## config.mk

```make
export PLATFORM = sky130hd
export DESIGN_NAME = ps2_host_tx
export DESIGN_NICKNAME = d
export VERILOG_FILES = /design/src/rtl/ps2_host_tx.sv
export SDC_FILE = /design/constraint.sdc
export NUM_CORES = 1
export LEC_CHECK = 0
export CAP_MARGIN = 25
export CORE_UTILIZATION = 44
export CTS_CLUSTER_DIAMETER = 100
export DETAILED_ROUTE_END_ITERATION = 7
export DONT_BUFFER_PORTS = 1
export GPL_TIMING_DRIVEN = 0
export PLACE_DENSITY_LB_ADDON = 0.1
export REMOVE_ABC_BUFFERS = 1
export SYNTH_ARGS = -nofsm -noshare
export SYNTH_HDL_FRONTEND = slang
export SYNTH_SLANG_ARGS = --single-unit
```

## constraint.sdc

```tcl
create_clock -name clk -period 3.05 [get_ports clk]
set_input_delay 0.61 -clock clk [delete_from_list [all_inputs] [get_ports clk]]
set_output_delay 0.61 -clock clk [all_outputs]
set_load 0.05 [all_outputs]
```

## src/rtl/ps2_host_tx.sv

```systemverilog
// ps2_host_tx: PS/2 host-to-device command transmitter driving open-drain SCL/SDA pads.
// Define PS2_TX_TIMEOUT_EN to enable the frame watchdog (TIMEOUT_CYCLES from REQ entry).
`default_nettype none
module ps2_host_tx #(
  parameter int INHIBIT_CYCLES = 5000,
  parameter int TIMEOUT_CYCLES = 750000
) (
  input  logic       clk,
  input  logic       rst,
  input  logic       SCL,
  input  logic       SDA,
  input  logic [7:0] tx_data,
  input  logic       tx_start,
  output logic       tx_busy,
  output logic       tx_done,
  output logic       tx_ack_err,
  output logic       tx_timeout,
  output logic       SCL_drive_low,
  output logic       SDA_drive_low
);
  localparam int INH_W = $clog2(INHIBIT_CYCLES + 1);

  typedef enum logic [2:0] {
    IDLE      = 3'd0,
    INHIBIT   = 3'd1,
    REQ       = 3'd2,
    SEND      = 3'd3,
    ACK       = 3'd4,
    WAIT_IDLE = 3'd5
  } state_t;

  state_t           state_q;
  logic [1:0]       scl_sync_q;
  logic [1:0]       sda_sync_q;
  logic             scl_prev_q;
  logic [INH_W-1:0] inh_cnt_q;
  logic [9:0]       shift_q;
  logic [3:0]       fall_cnt_q;
  logic             scl_s;
  logic             sda_s;
  logic             scl_fall;

`ifdef PS2_TX_TIMEOUT_EN
  localparam int WD_W = $clog2(TIMEOUT_CYCLES + 1);
  logic [WD_W-1:0] wd_q;
`else
  assign tx_timeout = 1'b0;
`endif

  assign scl_s    = scl_sync_q[1];
  assign sda_s    = sda_sync_q[1];
  assign scl_fall = scl_prev_q & ~scl_s;

  always_ff @(posedge clk or negedge rst) begin
    if (!rst) begin
      state_q       <= IDLE;
      // Synchronizers reset to the idle-bus level so no false edge follows reset
      scl_sync_q    <= 2'b11;
      sda_sync_q    <= 2'b11;
      scl_prev_q    <= 1'b1;
      inh_cnt_q     <= '0;
      shift_q       <= '0;
      fall_cnt_q    <= '0;
      tx_busy       <= 1'b0;
      tx_done       <= 1'b0;
      tx_ack_err    <= 1'b0;
      SCL_drive_low <= 1'b0;
      SDA_drive_low <= 1'b0;
`ifdef PS2_TX_TIMEOUT_EN
      wd_q          <= '0;
      tx_timeout    <= 1'b0;
`endif
    end else begin
      scl_sync_q <= {scl_sync_q[0], SCL};
      sda_sync_q <= {sda_sync_q[0], SDA};
      scl_prev_q <= scl_s;
      tx_done    <= 1'b0;

      case (state_q)
        IDLE: begin
          // A start coinciding with the done pulse is dropped on purpose
          if (tx_start && !tx_done) begin
            shift_q       <= {1'b1, ~^tx_data, tx_data};
            tx_ack_err    <= 1'b0;
            tx_busy       <= 1'b1;
            SCL_drive_low <= 1'b1;
            inh_cnt_q     <= '0;
            state_q       <= INHIBIT;
`ifdef PS2_TX_TIMEOUT_EN
            tx_timeout    <= 1'b0;
`endif
          end
        end
        INHIBIT: begin
          if (inh_cnt_q == INH_W'(INHIBIT_CYCLES - 2)) begin
            SDA_drive_low <= 1'b1;
            state_q       <= REQ;
`ifdef PS2_TX_TIMEOUT_EN
            wd_q          <= '0;
`endif
          end else begin
            inh_cnt_q <= inh_cnt_q + 1'b1;
          end
        end
        REQ: begin
          SCL_drive_low <= 1'b0;
          fall_cnt_q    <= '0;
          state_q       <= SEND;
        end
        SEND: begin
          // Falls 1..10 put d0..d7, parity, then the stop bit (release) on SDA
          if (scl_fall) begin
            SDA_drive_low <= ~shift_q[0];
            shift_q       <= {1'b0, shift_q[9:1]};
            fall_cnt_q    <= fall_cnt_q + 1'b1;
            if (fall_cnt_q == 4'd9) state_q <= ACK;
          end
        end
        ACK: begin
          if (scl_fall) begin
            tx_ack_err <= sda_s;
            if (fall_cnt_q != 4'hF) fall_cnt_q <= fall_cnt_q + 1'b1;
            state_q <= WAIT_IDLE;
          end
        end
        WAIT_IDLE: begin
          if (scl_s && sda_s) begin
            tx_done <= 1'b1;
            tx_busy <= 1'b0;
            state_q <= IDLE;
          end
        end
        default: state_q <= IDLE;
      endcase

`ifdef PS2_TX_TIMEOUT_EN
      // Watchdog overrides whatever the frame FSM decided this cycle
      if (state_q == REQ || state_q == SEND || state_q == ACK || state_q == WAIT_IDLE) begin
        if (wd_q == WD_W'(TIMEOUT_CYCLES - 1)) begin
          SCL_drive_low <= 1'b0;
          SDA_drive_low <= 1'b0;
          tx_timeout    <= 1'b1;
          tx_ack_err    <= 1'b1;
          tx_done       <= 1'b1;
          tx_busy       <= 1'b0;
          state_q       <= IDLE;
        end else begin
          wd_q <= wd_q + 1'b1;
        end
      end
`endif
    end
  end
endmodule
`default_nettype wire
```

After elaboration in Yosys (flattened, before gate mapping). Cells that the tools add are included.

Flip-flop bits (word level): 40. Input bits: 13. Word-level logic and storage cells: 82.

Add/sub/neg operators: 2. Eq/ne operators: 16. Multiplexer cells: 29. Bitwise gates (word level): 3. Reduce and logical (&&, ||, !) cells: 20.

Operator list (number): $mux 13 (2); $pmux 13 s2 (1); $mux 10 (2); $pmux 10 s2 (1); $mux 3 (6); $pmux 3 s6 (1); $ne 2x2->1 const B (8); $reduce_and 3->1 (5); $add 13x1->13 const B (1); $eq 13x13->1 const B (1); $mux 4 (3); $pmux 4 s3 (1); $reduce_bool 2->1 (6); $mux 1 (8); $pmux 1 s2 (4); $reduce_xnor 8->1 (1); $eq 3x2->1 const B (2); $eq 3x3->1 const B (2); $reduce_and 6->1 (1); $add 4x1->4 const B (1); $eq 4x4->1 const B (1); $ne 4x4->1 const B (1); $reduce_and 4->1 (1); $eq 3x1->1 const B (1); 7 further kinds (9).

Depth between registers and ports, before layout.
Depth after elaboration: 4. Gate-level depth with buffers: 7. Depth with buffers taken out: 6.

Least setup slack after synthesis. OpenSTA, ideal clock, no wires.

Kind: register to register. Start point: register inh_cnt_q[0]. End point: register inh_cnt_q[4]. Data arrival time: 1.642 ns. Required time: 2.973 ns. Setup slack: 1.330 ns. Stages on the path, launching flop included: 8. Path buffers: 1. Cell sequence: dfrtp_1 -> inv_1 -> ha_1 -> and4bb_1 -> and4_4 -> buf_6 -> or4_1 -> a21oi_1.

Cells in the longest elaborated chain, start to end: 3. Elaborated cells on any way between the ends: 6. Classes of those cells: 1 x add/sub; 2 x eq/ne; 2 x mux; 1 x reduce/logical.

RTL lines: start, declared (line 36) `logic [INH_W-1:0] inh_cnt_q;`; start signal, assigned (line 102) `inh_cnt_q <= inh_cnt_q + 1'b1;`; $add 13x1->13 / $eq 13x13->1 (equally long branches) (line 102, 95); $mux 13 / $ne 2x2->1 (equally long branches); $pmux 13 s2 / $reduce_and 3->1 (equally long branches).

Parallel ways exist; a longest one is shown, timed or not. The select of a mux whose other input is x is not followed. A chain may end at the register's enable or synchronous reset.

Final worst setup path.
Start point: register state_q[2]. End point: register shift_q[1].

Cells in the longest elaborated chain, start to end: 3. Elaborated cells on any way between the ends: 7. Classes of those cells: 3 x eq/ne; 1 x mux; 3 x reduce/logical.

RTL lines: start, declared (line 32) `state_t state_q;`; start signal, assigned (line 56) `state_q <= IDLE;`; start signal, assigned (line 88) `state_q <= INHIBIT;`; start signal, assigned (line 97) `state_q <= REQ;`; $eq 3x2->1 / $logic_not 3->1 (equally long branches) (line 79) `case (state_q)`; $ne 2x2->1 (no line) / $reduce_bool 2->1 (equally long branches); $reduce_and 3->1 (no line); end signal, assigned (line 83) `shift_q <= {1'b1, ~^tx_data, tx_data};`; end signal, assigned (line 114) `shift_q <= {1'b0, shift_q[9:1]};`; end, declared (line 37) `logic [9:0] shift_q;`.

Parallel ways exist; a longest one is shown, timed or not.

==> impl_metrics.ini <==
[placed_design]
gp_congestion = 0.8331
portBuffers = 0
hpwl_um = 3277
dp.cells = 283
pre_cts_ws_ns = 0.9082

[floorplanning]
die_area_mm2 = 0.005239
top_level_ports = 19
core_region_area_mm2 = 0.004755
die_y_um = 72.38
initial_core_util_pct = 45.84
rows = 25
die_x_um = 72.38

[clock_tree]
cts.clk_slew.worst_paths_ns = 0.08
cts_resized = 0
postCtsSetupBuffers = 0
cts.sinks = 40
insertion_delay_ns = 0.28
root_buffer = clkbuf_8
cts_tree = yes
cts_buffer_depth = 2
numCtsBuffers = 5
htreeDepth = 2

[synthesis]
yosys_warnings = 0
yosysTopAreaCellShare_pct = 40.18
ys_ff_latch = 40
synth_most_common_cell = dfrtp_1
synth_ff_type = dfrtp_1
synth.avg_cell_area_um2 = 9.560
yosysSeqAreaShare_pct = 46.21
synthArstFlopShare_pct = 100.0
netlist_instances = 228
synth_top_area_cell = dfrtp_1
syn_area_mm2 = 0.002180
synthTopCellsByArea = dfrtp_1 40%, dfstp_2 6.0%, nand2_1 5.5%, o21ai_0 5.3%, mux2i_1 4.6%
synth-edff-count = 0
yosys.cell_types.count = 51
synthTopCellsByCount = 35 x dfrtp_1, 32 x nand2_1, 23 x o21ai_0

[pwr]
p_leak_uw = 0.0009257
ir_worst_vdd_mv = 0.2784
sw_frac_of_total_pct = 33.91
seqPwrFrac_pct = 51.8
pwr-share-clk_pct = 23.4
internal_power_uw = 936.9
p_switching_uw = 480.7
power_frac_comb_pct = 24.8
power_uw = 1418
powerDensity_mw_per_mm2 = 613.1

[grt]
overflow = 0
grt.busiest_layer = met2
grt_util_met1_pct = 26.58
grtUsageMet2_pct = 31.78
grt_pass1_vias = 1738
grt_pass1_wl_um = 8135
grt_max_degree = 40
grt_antenna_before_repair = 0
gr-usage-met3_pct = 5.139
grt_usage_pct = 20.08

[sta]
post-route-min-period_ns = 2.147
slew_headroom_pct = 46.38
setup_viol = 0
skew_ns = 0.006093
slew_viol_final = 0
hold_slack_ns = 0.1459
rsz0062_at_grt = no
timing.fmax_mhz = 465.7
fin_crit_sh_pct = 70.41
setup_ws_ns = 0.9026
tightest_slew_ns = 0.8027
finalHoldViolations = 0
fin_tns_setup_ns = 0

[run_status]
status = finished, final reports clean

[critical_path]
worst_ep_required_time_ns = 3.18
worstPathCellList = and3b_1 -> a22oi_2 -> o21ai_0
cp_slowest_cell = dfrtp_1
crit_type = reg -> reg
cp-start-kind = flop
arrival_ns = 2.28
r2r-start = state_q[2]
cp_num_buf_inv = 0
r2r_slack_ns = 0.90
r2r_end = shift_q[1]
cp_max_fo = 18
max_stage_delay_ns = 0.67
cp_top_family = compound AO/OA/AOI/OAI gates
endpoint_kind = flop
ff2ff_path_depth = 3

[detailed_routing]
final_antenna_net_count = 0
drt_iter0_markers = 148
wl_per_cell_um = 16.48
first_pass_iters = 5
drcViolationCount = 0
vias = 1781
wl_um = 4828
via_per_inst = 6.078

[layout]
diodes = 0
drive_gt1_share_pct = 6.637
area_growth_pct = 6.085
nets = 242
instances_no_fill = 293

[run]
drv_cap = 0

[worst_hold_path]
hold_path.class = in -> async
==> cells by family (layout without fill, tap and decap cells) <==
family	after synthesis	in the layout	share of synthesized area (%)
muxes	10	10	4.593
xor gates and xnor gates	8	8	3.215
DFF	40	40	46.21
AOI/OAI and AO/OA	63	63	18.94
and+or+nand+nor	85	85	20.84
other	1	1	0.1721
adders and majority gates	4	4	2.296
buffers and inverters	17	15	3.731
==> worst reg2reg max path, delay by kind of cell (launching register included) <==
family / cells / cell delay (ns)
AO/OA/AOI/OAI: 2 / 0.87
flip-flops: 1 / 0.67
AND/OR/NAND/NOR: 1 / 0.45
==> cell usage in the layout, fill, tap and decap left out, types with 2 or more instances in the layout <==
cell type,synthesis,routed
and4_1,5,5
mux2i_1,10,10
o31a_1,2,2
nand3_1,4,4
o21ai_0,23,23
nand2_1,32,32
a31oi_1,7,7
a22o_1,2,2
nand4_1,4,4
nor3b_1,3,3
xor2_1,2,2
nand2b_1,3,3
a41oi_1,2,2
inv_1,5,5
o31ai_1,7,7
ha_1,4,4
o2111ai_1,2,2
nor2b_1,5,5
o21ai_1,2,2
clkbuf_8,0,5
or3_1,2,2
a21oi_1,6,6
and2_1,2,2
nor3_1,3,3
nor2_1,11,11
xnor2_1,6,6
dfstp_2,5,5
clkbuf_1,5,2
o221ai_1,2,2
and3_1,2,2
dfrtp_1,35,35
==> power by group through the flow <==
stage	Combinational (uW)	Sequential, uW	Clock (uW)
5_1_grt	405	749	372
6_report	351	735	332
2_1_floorplan	268	711	0
4_1_cts	339	732	346
3_5_place_dp	334	744	0
3_3_place_gp	318	734	0
==> cell type report <==
type	count	area, um2
Clock inverter	1	5.005
Tap cell	67	83.83
Timing Repair Buffer	2	30.03
Inverter	5	18.77
Sequential cell	40	1007
Multi-Input combinational cell	171	1091
Clock buffer	7	76.32
Fill cell	466	2442
==> flip-flops by register name, indices dropped and copies added (netlist names) <==
| signal | cells |
|---|---|
| sda_sync_q | 2 |
| tx_ack_err | 1 |
| inh_cnt_q | 13 |
| scl_sync_q | 2 |
| tx_done | 1 |
| shift_q | 10 |
| SCL_drive_low | 1 |
| tx_busy | 1 |
| scl_prev_q | 1 |
| fall_cnt_q | 4 |
| SDA_drive_low | 1 |
| state_q | 3 |
==> layer usage <==
metal  routed length (um)  vias up
met1                 2185      887
li1                     -      830
met3                  275        4
met5                    0        -
met4                   32        0
met2                 2335       60
==> per-stage QoR <==
step / instance area [um2] / utilization [%]
2_1_floorplan: 2117 / -
3_3_place_gp: 2201 / 46.29
3_5_place_dp: 2201 / 46.29
4_1_cts: 2292 / 48.21
5_1_grt: 2312 / 48.63
6_report: 2312 / 48.63
==> worst max path at each step <==
stage,slack (ns),start,endpoint,cells after the start
final,0.90,state_q[2],shift_q[1],3
after detailed placement,0.91,state_q[2],shift_q[1],3
after global placement,0.99,state_q[2],shift_q[8],3
after floorplan,1.35,state_q[2],shift_q[8],3
after CTS,0.90,state_q[2],shift_q[1],3
after global routing,0.69,state_q[2],shift_q[1],3
==> what timing repair did <==
action | in CTS | in global routing
hold buffers | 1 | 1
hold endpoints to repair | 2 | 33
endpoints found under the setup margin | 0 | 0
No activity file was read; power rests on OpenSTA's default activity.
